<file path="src/rtl/mmss_timer_ctrl.sv">
// MM:SS countdown / count-up timer with a one-second prescaler, start/pause control,
// BCD preset sanitising, a one-cycle done pulse and a 4-digit 7-segment display scanner.
module mmss_timer_ctrl #(
    parameter int TICK_DIV       = 50_000_000,
    parameter int SCAN_DIV       = 50_000,
    parameter bit SEG_ACTIVE_LOW = 1'b0
) (
    input  logic        new_clock,
    input  logic        clear,
    input  logic        load,
    input  logic [7:0]  preset_mm,
    input  logic [7:0]  preset_ss,
    input  logic        mode,
    input  logic        start,
    input  logic        pause,
    output logic [15:0] time_bcd,
    output logic        running,
    output logic        stop,
    output logic        done,
    output logic [3:0]  digit_sel,
    output logic [6:0]  Mostrador
);
    localparam int PW = (TICK_DIV > 1) ? $clog2(TICK_DIV) : 1;
    localparam int SW = (SCAN_DIV > 1) ? $clog2(SCAN_DIV) : 1;

    typedef enum logic [1:0] {IDLE, RUN, PAUSED, DONE} state_t;

    state_t          state, state_nxt;
    logic [15:0]     cnt, cnt_nxt, target, cnt_inc, cnt_dec, preset_san;
    logic            up;
    logic [PW-1:0]   presc, presc_nxt;
    logic            done_q;
    logic            tick, at_end;
    logic [SW-1:0]   scan_cnt;
    logic [1:0]      idx;
    logic [3:0]      digit;
    logic [6:0]      seg;

    function automatic logic [7:0] sanitise(input logic [7:0] v);
        return {(v[7:4] > 4'd5) ? 4'd5 : v[7:4], (v[3:0] > 4'd9) ? 4'd9 : v[3:0]};
    endfunction

    function automatic logic [15:0] bcd_dec(input logic [15:0] v);
        logic [15:0] r;
        r = v;
        if (v[3:0] != 4'd0) r[3:0] = v[3:0] - 4'd1;
        else begin
            r[3:0] = 4'd9;
            if (v[7:4] != 4'd0) r[7:4] = v[7:4] - 4'd1;
            else begin
                r[7:4] = 4'd5;
                if (v[11:8] != 4'd0) r[11:8] = v[11:8] - 4'd1;
                else begin
                    r[11:8]  = 4'd9;
                    r[15:12] = v[15:12] - 4'd1;
                end
            end
        end
        return r;
    endfunction

    function automatic logic [15:0] bcd_inc(input logic [15:0] v);
        logic [15:0] r;
        r = v;
        if (v[3:0] != 4'd9) r[3:0] = v[3:0] + 4'd1;
        else begin
            r[3:0] = 4'd0;
            if (v[7:4] != 4'd5) r[7:4] = v[7:4] + 4'd1;
            else begin
                r[7:4] = 4'd0;
                if (v[11:8] != 4'd9) r[11:8] = v[11:8] + 4'd1;
                else begin
                    r[11:8]  = 4'd0;
                    r[15:12] = (v[15:12] != 4'd5) ? v[15:12] + 4'd1 : 4'd0;
                end
            end
        end
        return r;
    endfunction

    function automatic logic [6:0] seg7(input logic [3:0] d);
        case (d)
            4'd0: return 7'b0111111;
            4'd1: return 7'b0000110;
            4'd2: return 7'b1011011;
            4'd3: return 7'b1001111;
            4'd4: return 7'b1100110;
            4'd5: return 7'b1101101;
            4'd6: return 7'b1111101;
            4'd7: return 7'b0000111;
            4'd8: return 7'b1111111;
            4'd9: return 7'b1101111;
            default: return 7'b0000000;
        endcase
    endfunction

    assign preset_san = {sanitise(preset_mm), sanitise(preset_ss)};
    assign cnt_inc    = bcd_inc(cnt);
    assign cnt_dec    = bcd_dec(cnt);

    // Command priority is load > pause > start; the tick only advances on edges with no command.
    always_comb begin
        state_nxt = state;
        cnt_nxt   = cnt;
        presc_nxt = presc;
        tick      = (presc == PW'(TICK_DIV - 1));
        at_end    = up ? (cnt == target) : (cnt == 16'h0000);
        if (load) begin
            state_nxt = IDLE;
            cnt_nxt   = mode ? 16'h0000 : preset_san;
            presc_nxt = '0;
        end else if (pause) begin
            if (state == RUN) state_nxt = PAUSED;
        end else if (start && (state == IDLE || state == PAUSED)) begin
            if (state == IDLE) presc_nxt = '0;
            state_nxt = at_end ? DONE : RUN;
        end else if (state == RUN) begin
            if (tick) begin
                presc_nxt = '0;
                cnt_nxt   = up ? cnt_inc : cnt_dec;
                if (up ? (cnt_inc == target) : (cnt_dec == 16'h0000)) state_nxt = DONE;
            end else begin
                presc_nxt = presc + 1'b1;
            end
        end
    end

    always_ff @(posedge new_clock) begin
        if (clear) begin
            state  <= IDLE;
            cnt    <= '0;
            target <= '0;
            up     <= 1'b0;
            presc  <= '0;
            done_q <= 1'b0;
        end else begin
            state  <= state_nxt;
            cnt    <= cnt_nxt;
            presc  <= presc_nxt;
            done_q <= (state_nxt == DONE) && (state != DONE);
            if (load) begin
                target <= preset_san;
                up     <= mode;
            end
        end
    end

    // Scanner runs regardless of timer state; only clear restarts it.
    always_ff @(posedge new_clock) begin
        if (clear) begin
            scan_cnt <= '0;
            idx      <= 2'd0;
        end else if (scan_cnt == SW'(SCAN_DIV - 1)) begin
            scan_cnt <= '0;
            idx      <= idx + 2'd1;
        end else begin
            scan_cnt <= scan_cnt + 1'b1;
        end
    end

    always_comb begin
        case (idx)
            2'd0:    digit = cnt[3:0];
            2'd1:    digit = cnt[7:4];
            2'd2:    digit = cnt[11:8];
            default: digit = cnt[15:12];
        endcase
        seg = seg7(digit);
    end

    assign digit_sel = 4'b0001 << idx;
    assign Mostrador = SEG_ACTIVE_LOW ? ~seg : seg;
    assign time_bcd  = cnt;
    assign running   = (state == RUN);
    assign stop      = (state == DONE);
    assign done      = done_q;
endmodule

</file>
<file path="config.mk">
export PLATFORM = sky130hd
export DESIGN_NAME = mmss_timer_ctrl
export DESIGN_NICKNAME = d
export VERILOG_FILES = /design/src/rtl/mmss_timer_ctrl.sv
export SDC_FILE = /design/constraint.sdc
export NUM_CORES = 1
export LEC_CHECK = 0
export BUFFER_PORTS_ARGS = -buffer_cell sky130_fd_sc_hd__buf_2
export CELL_PAD_IN_SITES_DETAIL_PLACEMENT = 1
export CELL_PAD_IN_SITES_GLOBAL_PLACEMENT = 1
export CORE_MARGIN = 2
export CORE_UTILIZATION = 40
export CTS_CLUSTER_SIZE = 12
export DETAILED_ROUTE_END_ITERATION = 8
export GPL_ROUTABILITY_DRIVEN = 0
export PLACE_DENSITY = 0.75
export SLEW_MARGIN = 30
export SYNTH_ARGS = -nofsm -noshare
export SYNTH_HDL_FRONTEND = slang
export SYNTH_SLANG_ARGS = --single-unit
</file>
<file path="constraint.sdc">
create_clock -name new_clock -period 2.9 [get_ports new_clock]
set_clock_uncertainty 0.15 [all_clocks]
set_input_delay 0.435 -clock new_clock [delete_from_list [all_inputs] [get_ports new_clock]]
set_output_delay 0.435 -clock new_clock [all_outputs]
set_load 0.02 [all_outputs]
</file>
---- Word level (Yosys, flattened, before mapping) ----
Memory sizes are Yosys's and may differ from the RTL's.
Index checks and enable logic that the tools add are counted.
word-level totals
  ROM bits ................................ 112
  memory bits (writable) .................. 0
  latch bits .............................. 0
  register bits ........................... 80
  memories ................................ 1
  word-level logic and storage cells ...... 100
  bits of input ports ..................... 22
  output and inout port bits .............. 30
memories
  memory            words  bits a word  rd ports  clocked after memory_dff  wr ports  RTL line  RTL
  (name not given)  16     7            1         0                         0         82        case (d)
cells by class
  bitwise gates (word level) .............. 1
  reduce and logical (&&, ||, !) cells .... 17
  multiplexer cells ....................... 39
  div/mod/pow operators ................... 0
  magnitude comparators ................... 4
  eq/ne operators ......................... 18
  multiply operators ...................... 0
  shift operators ......................... 1
  add/sub/neg operators ................... 11
operator list
  operator                                                                          number
  16-bit two-way mux                                                                7
  26-bit two-way mux                                                                4
  4-bit two-way mux                                                                 13
  16-bit equality test                                                              2
  16-bit zero test                                                                  2
  26-bit by 1-bit adder with 26-bit output (second input constant)                  1
  26-bit equality test (second input constant)                                      1
  12-bit two-way mux                                                                2
  16-bit by 1-bit adder with 16-bit output (second input constant)                  1
  4-bit by 1-bit adder with 4-bit output (second input constant)                    4
  16-bit equality test (second input constant)                                      1
  2-bit two-way mux                                                                 8
  8-bit two-way mux                                                                 2
  4-bit by 1-bit subtractor with 4-bit output (second input constant)               4
  4-bit case mux with 3 select lines                                                1
  4-bit nonzero test                                                                3
  2-bit equality test (second input constant)                                       4
  4-bit by 3-bit greater-than comparator with 1-bit output (second input constant)  2
  4-bit greater-than comparator (second input constant)                             2
  2-bit inequality test (second input constant)                                     4
  4-bit by 3-bit inequality test with 1-bit output (second input constant)          2
  4-bit inequality test (second input constant)                                     2
  2-bit nonzero test                                                                3
  2-bit by 1-bit equality test with 1-bit output (second input constant)            2
  other kinds (10)                                                                  14

---- Logic depth before layout (Yosys ltp) ----
  word-level depth ........................ 15
  mapped depth ............................ 11
  mapped depth without buffers ............ 9

---- Worst setup path after synthesis ----
No wires, ideal clock.
  path type ............................... flip-flop to output port
  start point ............................. reg idx[0]
  end point ............................... out Mostrador[3]
  path slack .............................. 0.094 ns
  path buffers ............................ 0
  cell stages (with the launch flop) ...... 9
  required time ........................... 2.315 ns
  data arrival time ....................... 2.221 ns
  path through ............................ dfxtp_1 -> inv_1 -> ha_1 -> a222oi_1 -> mux2_2 -> inv_1 -> ha_1 -> inv_1 -> o21ai_0
on the way
  longest elaborated chain between the ends .. 3
  elaborated cells between the ends (all ways) .. 5
  classes of those cells .................. eq/ne (2); mux (1); reduce/logical (1); memory (1)
RTL lines
  what                                         RTL line  RTL
  start: declaration                           35        logic [1:0] idx;
  start signal: assignment                     155       idx <= idx + 2'd1;
  2-bit equality test (tied with other cells)  162       case (idx)
  4-bit case mux with 3 select lines (*)       162
  memory read 16 x 7 bit (*)                   -
  end: declaration                             21        output logic [6:0] Mostrador
Every way passes the cells marked *; elsewhere a longest branch is shown, timed or not.

---- Final worst setup path ----
Same ends and word-level chain as after synthesis.

==> metrics.yaml <==
relSlewSlack_pct: 40.69
cp-start-kind: "flop"
tightestPinTransition_ns: 0.8864
cpMostUsedCell: "buf_6"
initial_core_util_pct: 40.60
core_area_um2: 13770
rows: 43
ant_nets: 0
report.final.slew_viol_count: 0
most-common-layout-cells: "nor2_1, dfxtp_1, nand2_1"
utilization_pct: 49.04
crit_path_max_incr_delay_ns: 0.39
cp-end-kind: "primary output"
finalCriticalPeriod_ns: 2.875
syn_avg_cell_area_um2: 7.639
ys_seq_area_share_pct: 28.64
grt_pass1_wl_um: 31700
cp_slowest_cell: "dfxtp_4"
detail_route.wl_per_cell_um: 20.34
grt_max_degree: 30
num_io_pins: 52
clk_pin_slew_ns: 0.06
vdd_ir_drop_max_uv: 278.9
startpoint: "idx[0]$_SDFFE_PP0P_"
final_layout_size_suffix_gt1_share_pct: 19.98
path_max_fanout: 4
die-width_um: 122.2
min_to: "idx[0]$_SDFFE_PP0P_"
hold_violations: 0
synth_area_um2: 5592
worstPathRequired_ns: 2.32
cts_buffers: 9
setup_viol: 0
synth.net_count: 776
worst_ep_arrival_time_ns: 2.29
rr_startpoint: "time_bcd[8]$_SDFFE_PP0P_"
place_ws_ns: 0.04968
min_path_type: "primary input to flop"
hpwl_um: 14760
nNetsFinal: 846
cp_cell_sequence: "inv_6 -> ha_4 -> a222oi_1 -> mux2_4 -> buf_6 -> buf_6 -> and2_4 -> o21bai_4 -> o21ai_1 -> buf_4"
hold_buffers: 0
drv_cap: 0
drcViolationCount: 0
async_reset_ff_share_pct: 0
clk_latency_ns: 0.36
grt_pass1_vias: 6110
dieArea_um2: 14940
rsz0062_at_grt: "true"
drtIter0Drc: 380
cts_sinks: 80
rrSetupSlack_ns: 0.15
clockRootBuffer: "clkbuf_16"
synth_edf_count: 0
netlist_instances: 732
clockBufferDepth: 2
reg2reg_depth: 10
ys_ff_latch: 80
totalWireLength_um: 20060
vias: 5878
timing.rr.end: "state[1]$_SDFF_PP0_"
critical_path_class: "flop to primary output"
fmax_mhz: 347.8
cts-htree-levels: 3
min_from: "clear"
period_share_pct: 99.13
die_y_um: 122.2
power.density_nw_per_um2: 442.3
final_common_cell: "nor2_1"
synth_cell_types: 74
p_leak_nw: 2.479
gr-total-overflow: 0
area_growth_syn_to_layout_pct: 20.79
vias_per_cell: 5.961
antenna_found_initial: 0
grt_use_total_pct: 27.37
finalWorstSetupSlack_ns: 0.02512
cts_tree: "done"
synth_ff_type: "dfxtp_1"
status: "complete, no violations"
yosysWarnings: 0
dr.pass1.iters: 5
io_buffers: 51
antenna_cells: 0
worstHoldPathCells: 2
[area by class of cell]
cell class                      count  area (um2)
Clock buffer                       10       229.0
Clock inverter                      5       57.56
Fill cell                        1703        7019
Inverter                           29       118.9
Multi-Input combinational cell    580        3847
Sequential cell                    80        1609
Tap cell                          180       225.2
Timing Repair Buffer              102       666.9
[synthesized netlist by cell type, types with 17 or more instances]
library cell | n | area, um2
o21ai_0 | 36 | 180.2
nand3_1 | 29 | 145.1
nand2_1 | 57 | 214.0
nor2_1 | 85 | 319.1
clkbuf_1 | 28 | 105.1
inv_1 | 29 | 108.9
nor3_1 | 24 | 120.1
a21oi_1 | 55 | 275.3
xor2_1 | 17 | 148.9
ha_1 | 22 | 275.3
xnor2_1 | 39 | 341.6
dfxtp_1 | 80 | 1602
[sequential cells by signal, summed over array words and instances (netlist names)]
register,flops
idx,2
presc,26
up,1
scan_cnt,16
state,2
target,16
done,1
time_bcd,16
[worst max-delay path: cells and delay by family, from the launching register on]
kind | cells | cell delay [ns]
and+or+nand+nor | 1 | 0.14
DFF | 1 | 0.39
adders and majority gates | 1 | 0.16
muxes | 1 | 0.25
buffers and inverters | 4 | 0.43
AOI/OAI and AO/OA | 3 | 0.55
[stage by stage]
| step | TNS [ns] | power, mW | cell area, um2 | hold WS [ns] | std cells |
|---|---|---|---|---|---|
| 6_report | 0 | 2.987 | 6754 | 0.1875 | 986 |
| 5_1_grt | -0.5107 | 3.111 | 6754 | 0.2223 | 986 |
| 4_1_cts | 0 | 2.959 | 6605 | 0.1949 | 981 |
| 3_5_place_dp | 0 | 1.796 | 6203 | 0.2973 | 962 |
| 3_3_place_gp | 0 | 1.777 | 6203 | 0.2788 | 962 |
| 2_1_floorplan | 0 | 1.577 | 5592 | 0.2679 | 732 |
[logic make-up after synthesis]
logic type      Yosys count  synth area share (%)
compound gates          167                 18.86
simple gates            323                 31.19
mux                      12                 2.260
flops                    80                 28.64
fa+ha+maj                22                 4.923
xor+xnor                 56                 8.772
buf+inv                  72                 5.348
[worst max path at each step]
stage | slack (ns) | endpoint
2_1_floorplan | 0.09 | Mostrador[3]
6_report | 0.03 | Mostrador[3]
5_1_grt | -0.12 | Mostrador[6]
4_1_cts | 0.006 | Mostrador[1]
3_5_place_dp | 0.05 | Mostrador[1]
3_3_place_gp | 0.17 | Mostrador[1]
[routing by layer]
layer	vias up	routed length, um	track usage, %
li1	2773	-	-
met1	2883	8520	34.13
met2	182	9694	46.11
met3	40	1241	4.647
met4	0	601	12.43
met5	-	0	0
[power by group]
group	total [mW]	internal [mW]	leakage, nW	switching (mW)
Clock	1.16	0.665	0.143	0.498
Combinational	0.651	0.255	1.68	0.396
Sequential	1.17	1.13	0.652	0.0480
Total	2.99	2.05	2.48	0.941
[repair_timing]
action                                  in CTS  in global routing
setup buffers                                4                  5
pin swaps                                    6                  8
resized for setup                           24                 29
endpoints found under the setup margin       7                 10
gates cloned                                 0                  0
(Power assumes the default switching activity.)
